**src/rtl/mc_sequencer_pkg.sv**
```systemverilog
// Shared types and constants for the multi-cycle instruction sequencer.
package mc_sequencer_pkg;

    typedef enum logic [2:0] {
        ST_IDLE, ST_FETCH, ST_DECODE, ST_EXEC, ST_WB, ST_HALT, ST_ERR
    } state_e;

    localparam logic [5:0] OP_RTYPE    = 6'h00;
    localparam logic [1:0] ALUOP_RTYPE = 2'b10;
    localparam logic [1:0] ALUOP_NONE  = 2'b00;

    function automatic logic is_busy(input state_e s);
        return (s == ST_FETCH) || (s == ST_DECODE) || (s == ST_EXEC) || (s == ST_WB);
    endfunction

endpackage

```
**src/rtl/mc_pc_reg.sv**
```systemverilog
// Program counter: loads RESET_PC on reset, steps by PC_STEP (mod 2^32) on inc_i.
module mc_pc_reg #(
    parameter logic [31:0] RESET_PC = 32'h0000_0000,
    parameter int unsigned PC_STEP  = 4
) (
    input  logic        clk,
    input  logic        rst,
    input  logic        inc_i,
    output logic [31:0] pc_o
);

    logic [31:0] pc_q, pc_d;

    always_comb begin
        pc_d = pc_q;
        if (inc_i) pc_d = pc_q + 32'(PC_STEP);
    end

    always_ff @(posedge clk) begin
        if (rst) pc_q <= RESET_PC;
        else     pc_q <= pc_d;
    end

    assign pc_o = pc_q;

endmodule

```
**src/rtl/mc_sequencer.sv**
```systemverilog
// Multi-cycle FETCH/DECODE/EXEC/WB sequencer with registered strobes and status.
// Optional retired-instruction counter enabled by MC_SEQUENCER_PERF_CNT_EN.
module mc_sequencer
    import mc_sequencer_pkg::*;
#(
    parameter logic [31:0] RESET_PC = 32'h0000_0000,
    parameter int unsigned PC_STEP  = 4,
    parameter logic [5:0]  HALT_OP  = 6'h3F
) (
    input  logic        clk,
    input  logic        rst,
    input  logic        start,
    input  logic        im_ready,
    input  logic [5:0]  opcode,
    output logic [31:0] pc,
    output logic        im_req,
    output logic        ir_load,
    output logic        alu_en,
    output logic [1:0]  alu_op,
    output logic        reg_write,
    output logic        busy,
    output logic        done,
    output logic        err,
    output logic [31:0] retired_cnt
);

    state_e     state_q, state_d;
    logic       im_req_q, im_req_d;
    logic       ir_load_q, ir_load_d;
    logic       alu_en_q, alu_en_d;
    logic [1:0] alu_op_q, alu_op_d;
    logic       reg_write_q, reg_write_d;
    logic       busy_q, busy_d;
    logic       done_q, done_d;
    logic       err_q, err_d;

    always_ff @(posedge clk) begin
        if (rst) begin
            state_q     <= ST_IDLE;
            im_req_q    <= 1'b0;
            ir_load_q   <= 1'b0;
            alu_en_q    <= 1'b0;
            alu_op_q    <= ALUOP_NONE;
            reg_write_q <= 1'b0;
            busy_q      <= 1'b0;
            done_q      <= 1'b0;
            err_q       <= 1'b0;
        end else begin
            state_q     <= state_d;
            im_req_q    <= im_req_d;
            ir_load_q   <= ir_load_d;
            alu_en_q    <= alu_en_d;
            alu_op_q    <= alu_op_d;
            reg_write_q <= reg_write_d;
            busy_q      <= busy_d;
            done_q      <= done_d;
            err_q       <= err_d;
        end
    end

    always_comb begin
        state_d = state_q;
        unique case (state_q)
            ST_IDLE:   if (start) state_d = ST_FETCH;
            ST_FETCH:  if (im_ready) state_d = ST_DECODE;
            ST_DECODE: begin
                if (opcode == OP_RTYPE)     state_d = ST_EXEC;
                else if (opcode == HALT_OP) state_d = ST_HALT;
                else                        state_d = ST_ERR;
            end
            ST_EXEC:   state_d = ST_WB;
            ST_WB:     state_d = ST_FETCH;
            ST_HALT:   state_d = ST_HALT;
            ST_ERR:    state_d = ST_ERR;
            default:   state_d = ST_IDLE;
        endcase
    end

    // Status and im_req track the state they describe; the one-cycle strobes are
    // registered from the state (and im_ready) that triggers them, so each lands
    // on the cycle after its trigger and reset on that edge cancels it.
    always_comb begin
        im_req_d    = (state_d == ST_FETCH);
        busy_d      = is_busy(state_d);
        done_d      = (state_d == ST_HALT);
        err_d       = (state_d == ST_ERR);
        ir_load_d   = (state_q == ST_FETCH) && im_ready;
        alu_en_d    = (state_q == ST_EXEC);
        alu_op_d    = alu_en_d ? ALUOP_RTYPE : ALUOP_NONE;
        reg_write_d = (state_q == ST_WB);
    end

    mc_pc_reg #(
        .RESET_PC (RESET_PC),
        .PC_STEP  (PC_STEP)
    ) u_pc (
        .clk   (clk),
        .rst   (rst),
        .inc_i (state_q == ST_WB),
        .pc_o  (pc)
    );

`ifdef MC_SEQUENCER_PERF_CNT_EN
    logic [31:0] cnt_q, cnt_d;

    always_comb begin
        cnt_d = cnt_q;
        if ((state_q == ST_WB) && (cnt_q != 32'hFFFF_FFFF)) cnt_d = cnt_q + 32'd1;
    end

    always_ff @(posedge clk) begin
        if (rst) cnt_q <= 32'h0;
        else     cnt_q <= cnt_d;
    end

    assign retired_cnt = cnt_q;
`else
    assign retired_cnt = 32'h0;
`endif

    assign im_req    = im_req_q;
    assign ir_load   = ir_load_q;
    assign alu_en    = alu_en_q;
    assign alu_op    = alu_op_q;
    assign reg_write = reg_write_q;
    assign busy      = busy_q;
    assign done      = done_q;
    assign err       = err_q;

endmodule

```
**config.mk**
```make
export PLATFORM = sky130hd
export DESIGN_NAME = mc_sequencer
export DESIGN_NICKNAME = d
export VERILOG_FILES = /design/src/rtl/mc_sequencer_pkg.sv /design/src/rtl/mc_pc_reg.sv /design/src/rtl/mc_sequencer.sv
export SDC_FILE = /design/constraint.sdc
export NUM_CORES = 1
export LEC_CHECK = 0
export ABC_AREA = 1
export ABC_CLOCK_PERIOD_IN_PS = 1400
export CAP_MARGIN = 20
export CELL_PAD_IN_SITES_DETAIL_PLACEMENT = 1
export CELL_PAD_IN_SITES_GLOBAL_PLACEMENT = 1
export CORE_ASPECT_RATIO = 1.1
export CORE_MARGIN = 8
export CORE_UTILIZATION = 27
export DETAILED_ROUTE_END_ITERATION = 16
export PLACE_DENSITY = 0.81
export SLEW_MARGIN = 30
export SYNTH_ARGS = -nofsm -noshare
export SYNTH_HDL_FRONTEND = slang
export SYNTH_SLANG_ARGS = --single-unit
export TNS_END_PERCENT = 50
```
**constraint.sdc**
```tcl
create_clock -name clk -period 1.4 [get_ports clk]
set_input_delay 0.21 -clock clk [delete_from_list [all_inputs] [get_ports clk]]
set_output_delay 0.21 -clock clk [all_outputs]
set_load 0.01 [all_outputs]
```
==> impl_metrics.toml <==
[logic_synthesis]
synth_top_area_share_pct = 35.0
synth_cell_type_count = 25
yosysWarnings = 0
synth_area_leaders = "dfxtp_1, buf_4, nand2_1"
synth-seq-cells = 40
syn_area_per_cell_um2 = 6.71
ys_top_cells_by_count = "nand2_1, nor2_1, inv_1, dfxtp_1, buf_4"
synth-edff-count = 0
yosysSeqAreaShare_pct = 35.0
netlist_instances = 341
synth_most_common_cell = "nand2_1"
synth_ff_type = "dfxtp_1"
netlist_area_um2 = 2290
async_reset_ff_share_pct = 0
yosys.area.top_type = "dfxtp_1"

[critical_path]
crit_path_start = "u_pc.pc_o[3]$_SDFFE_PP0N_"
crit_type = "register to register"
path_depth = 9
reg2regPathDepth = 9
cp_data_arrival_time_ns = 1.74
crit_buf_inv = 1
slowest_delay_ns = 0.38
cp_cell_sequence = "ha_4 > nand3_4 > nor2_4 > nand3_4 > nor2_4 > nand3_2 > nand2_1 > inv_1 > nor2_1"
critical_path.endpoint_type = "register"
cp_max_fo = 7
reg2reg_from = "u_pc.pc_o[3]$_SDFFE_PP0N_"
required_ns = 1.65
cpMaxStageDelayCell = "dfxtp_4"
crit_path_start_kind = "register"
crit_family = "simple AND/OR/NAND/NOR gates"

[sta]
setup_tns_ns = -0.718
final-hold-violation-count = 0
finalCriticalPeriod_ns = 1.49
final-max-slew-violation-count = 0
period_share_pct = 106
rsz0062_at_grt = "true"
layout_setup_ws_ns = -0.0889
worst_clock_skew_ns = 0.00785
setup_viol = 15
max_freq_ghz = 0.672

[clock_tree]
clkLatencyLatePin_ns = 0.30
clk_pin_slew_worst_paths_ns = 0.09
clock_sinks = 40
clockBufferDepth = 2
hold_buffers = 0
cts_tree = "done"
root_buffer = "clkbuf_8"
cts_buffers = 5
htreeDepth = 2

[min_path]
min_path_cells = 2
worstHoldStart = "u_pc.pc_o[11]$_SDFFE_PP0N_"
hp-class = "register to register"

[grt]
grt_usage_pct = 12.7
grt_max_degree = 20
grt_pass1_vias = 2643
grt_pass1_wl_um = 12400
gr-total-overflow = 0
antenna_found_initial = 0

[power]
sequentialPowerShare_pct = 51.5
combPwrFrac_pct = 13.1
ir_drop_mv = 0.322
clkPwrFrac_pct = 35.4
internal_power_uw = 1620
total_power_uw = 2280
p_leak_uw = 0.00167
p_per_area_nw_per_um2 = 680
power_switching_uw = 660
netSwitchingFraction_pct = 28.9

[die]
io_pins = 83
row_count = 35
start_util_pct = 27.5
die_area_um2 = 11700
die_w_um = 104
core_um2 = 8320
die_y_um = 113

[route]
first_iter_violations = 57
dr.pass1.iters = 4
routedWlPerCell_um = 14.3
via_per_inst = 4.41
drcViolationCount = 0
routed_wl_um = 7920
antenna_violating_nets_post_route = 0
via_count = 2450

[layout]
nFillCells = 1070
multiInputGateArea_um2 = 1270
register_area_um2 = 828
fin_util_pct = 40.4
nets = 454
layout.cells.non_filler = 555
syn2layout_area_growth_pct = 46.9
drive_gt1_share_pct = 25.5
antenna_cells = 0

[status]
status = "finished, violations left"
violations = "negative setup slack"

[flow_run]
cap_violations = 0

[placed_design]
io_buffers = 47
place_inst = 540
pre_cts_slack_ns = -0.188
place.gp.congestion = 0.855
hpwl_um = 5820
[routing by layer]
metal | share of wire, % | vias to the layer above | GRT usage [%]
li1 | - | 1198 | -
met1 | 40 | 1171 | 13.6
met2 | 53 | 65 | 23.5
met3 | 4.6 | 16 | 2.87
met4 | 2.8 | 0 | 4.93
met5 | 0 | - | 0
[registers in the layout, summed over array words and instances (netlist names)]
signal,flops
u_pc.pc_o,30
done,1
reg_write,1
alu_op,1
busy,1
err,1
im_req,1
state_q,3
ir_load,1
[power groups by stage]
stage          clock network (µW)  registers, µW  logic, µW
2_1_floorplan                   0           1210        215
3_3_place_gp                    0           1200        277
3_5_place_dp                    0           1200        291
4_1_cts                       822           1170        288
5_1_grt                       863           1180        334
6_report                      808           1180        299
[final cells by class]
type                       count  share of cell area (%)
clock inverter                 3                   0.558
clock buffer                   5                    2.05
sequential                    40                    24.6
tap                          111                    4.13
multi-input combinational    251                    37.7
inverter                      44                    4.91
timing repair buffer         101                    26.0
[final timing paths]
| path | endpoint | slack, ns |
|---|---|---|
| setup / recovery | u_pc.pc_o[26]$_SDFFE_PP0N_ | -0.09 |
| hold / removal | u_pc.pc_o[11]$_SDFFE_PP0N_ | 0.51 |
| setup reg to reg | u_pc.pc_o[26]$_SDFFE_PP0N_ | -0.09 |
| hold reg to reg | u_pc.pc_o[11]$_SDFFE_PP0N_ | 0.51 |
[logic make-up after synthesis]
logic type | share of synthesized area, %
AOI/OAI and AO/OA | 4.92
DFF | 35.0
buffers and inverters | 20.1
other | 0.164
and+or+nand+nor | 36.6
xor gates and xnor gates | 2.68
adders and majority gates | 0.547
[timing repair]
action | in CTS | in global routing
resized for setup | 52 | 36
buffers inserted | 2 | 5
pin swaps | 1 | 11
endpoints found under the setup margin | 51 | 33
[stage by stage]
stage	area, µm²	hold slack [ns]
final	3360	0.512
after floorplan	2420	0.380
after CTS	3210	0.515
after global placement	3110	0.495
after detailed placement	3110	0.525
after global routing	3360	0.541
[worst min-delay path: cells and delay by family, from the launching register on]
kind	cells	cell delay [ns]
flops	1	0.34
buf+inv	1	0.07
compound gates	1	0.07
[layout by cell type, fill, tap and decap left out, drive strengths merged]
master and count:
nand2 72, nand4 9, nor4 1, dlymetal6s2s 4, clkbuf 5, clkinv 4
buf 54, clkdlybuf4s50 10, dlygate4sd2 33, a21oi 12, dfxtp 40, nand3 26
o21a 1, inv 43, conb 35, o21ai 9, ha 1, nor3 15
nor2 63, xor2 7
Note: power is estimated with default switching activity, not from simulation.
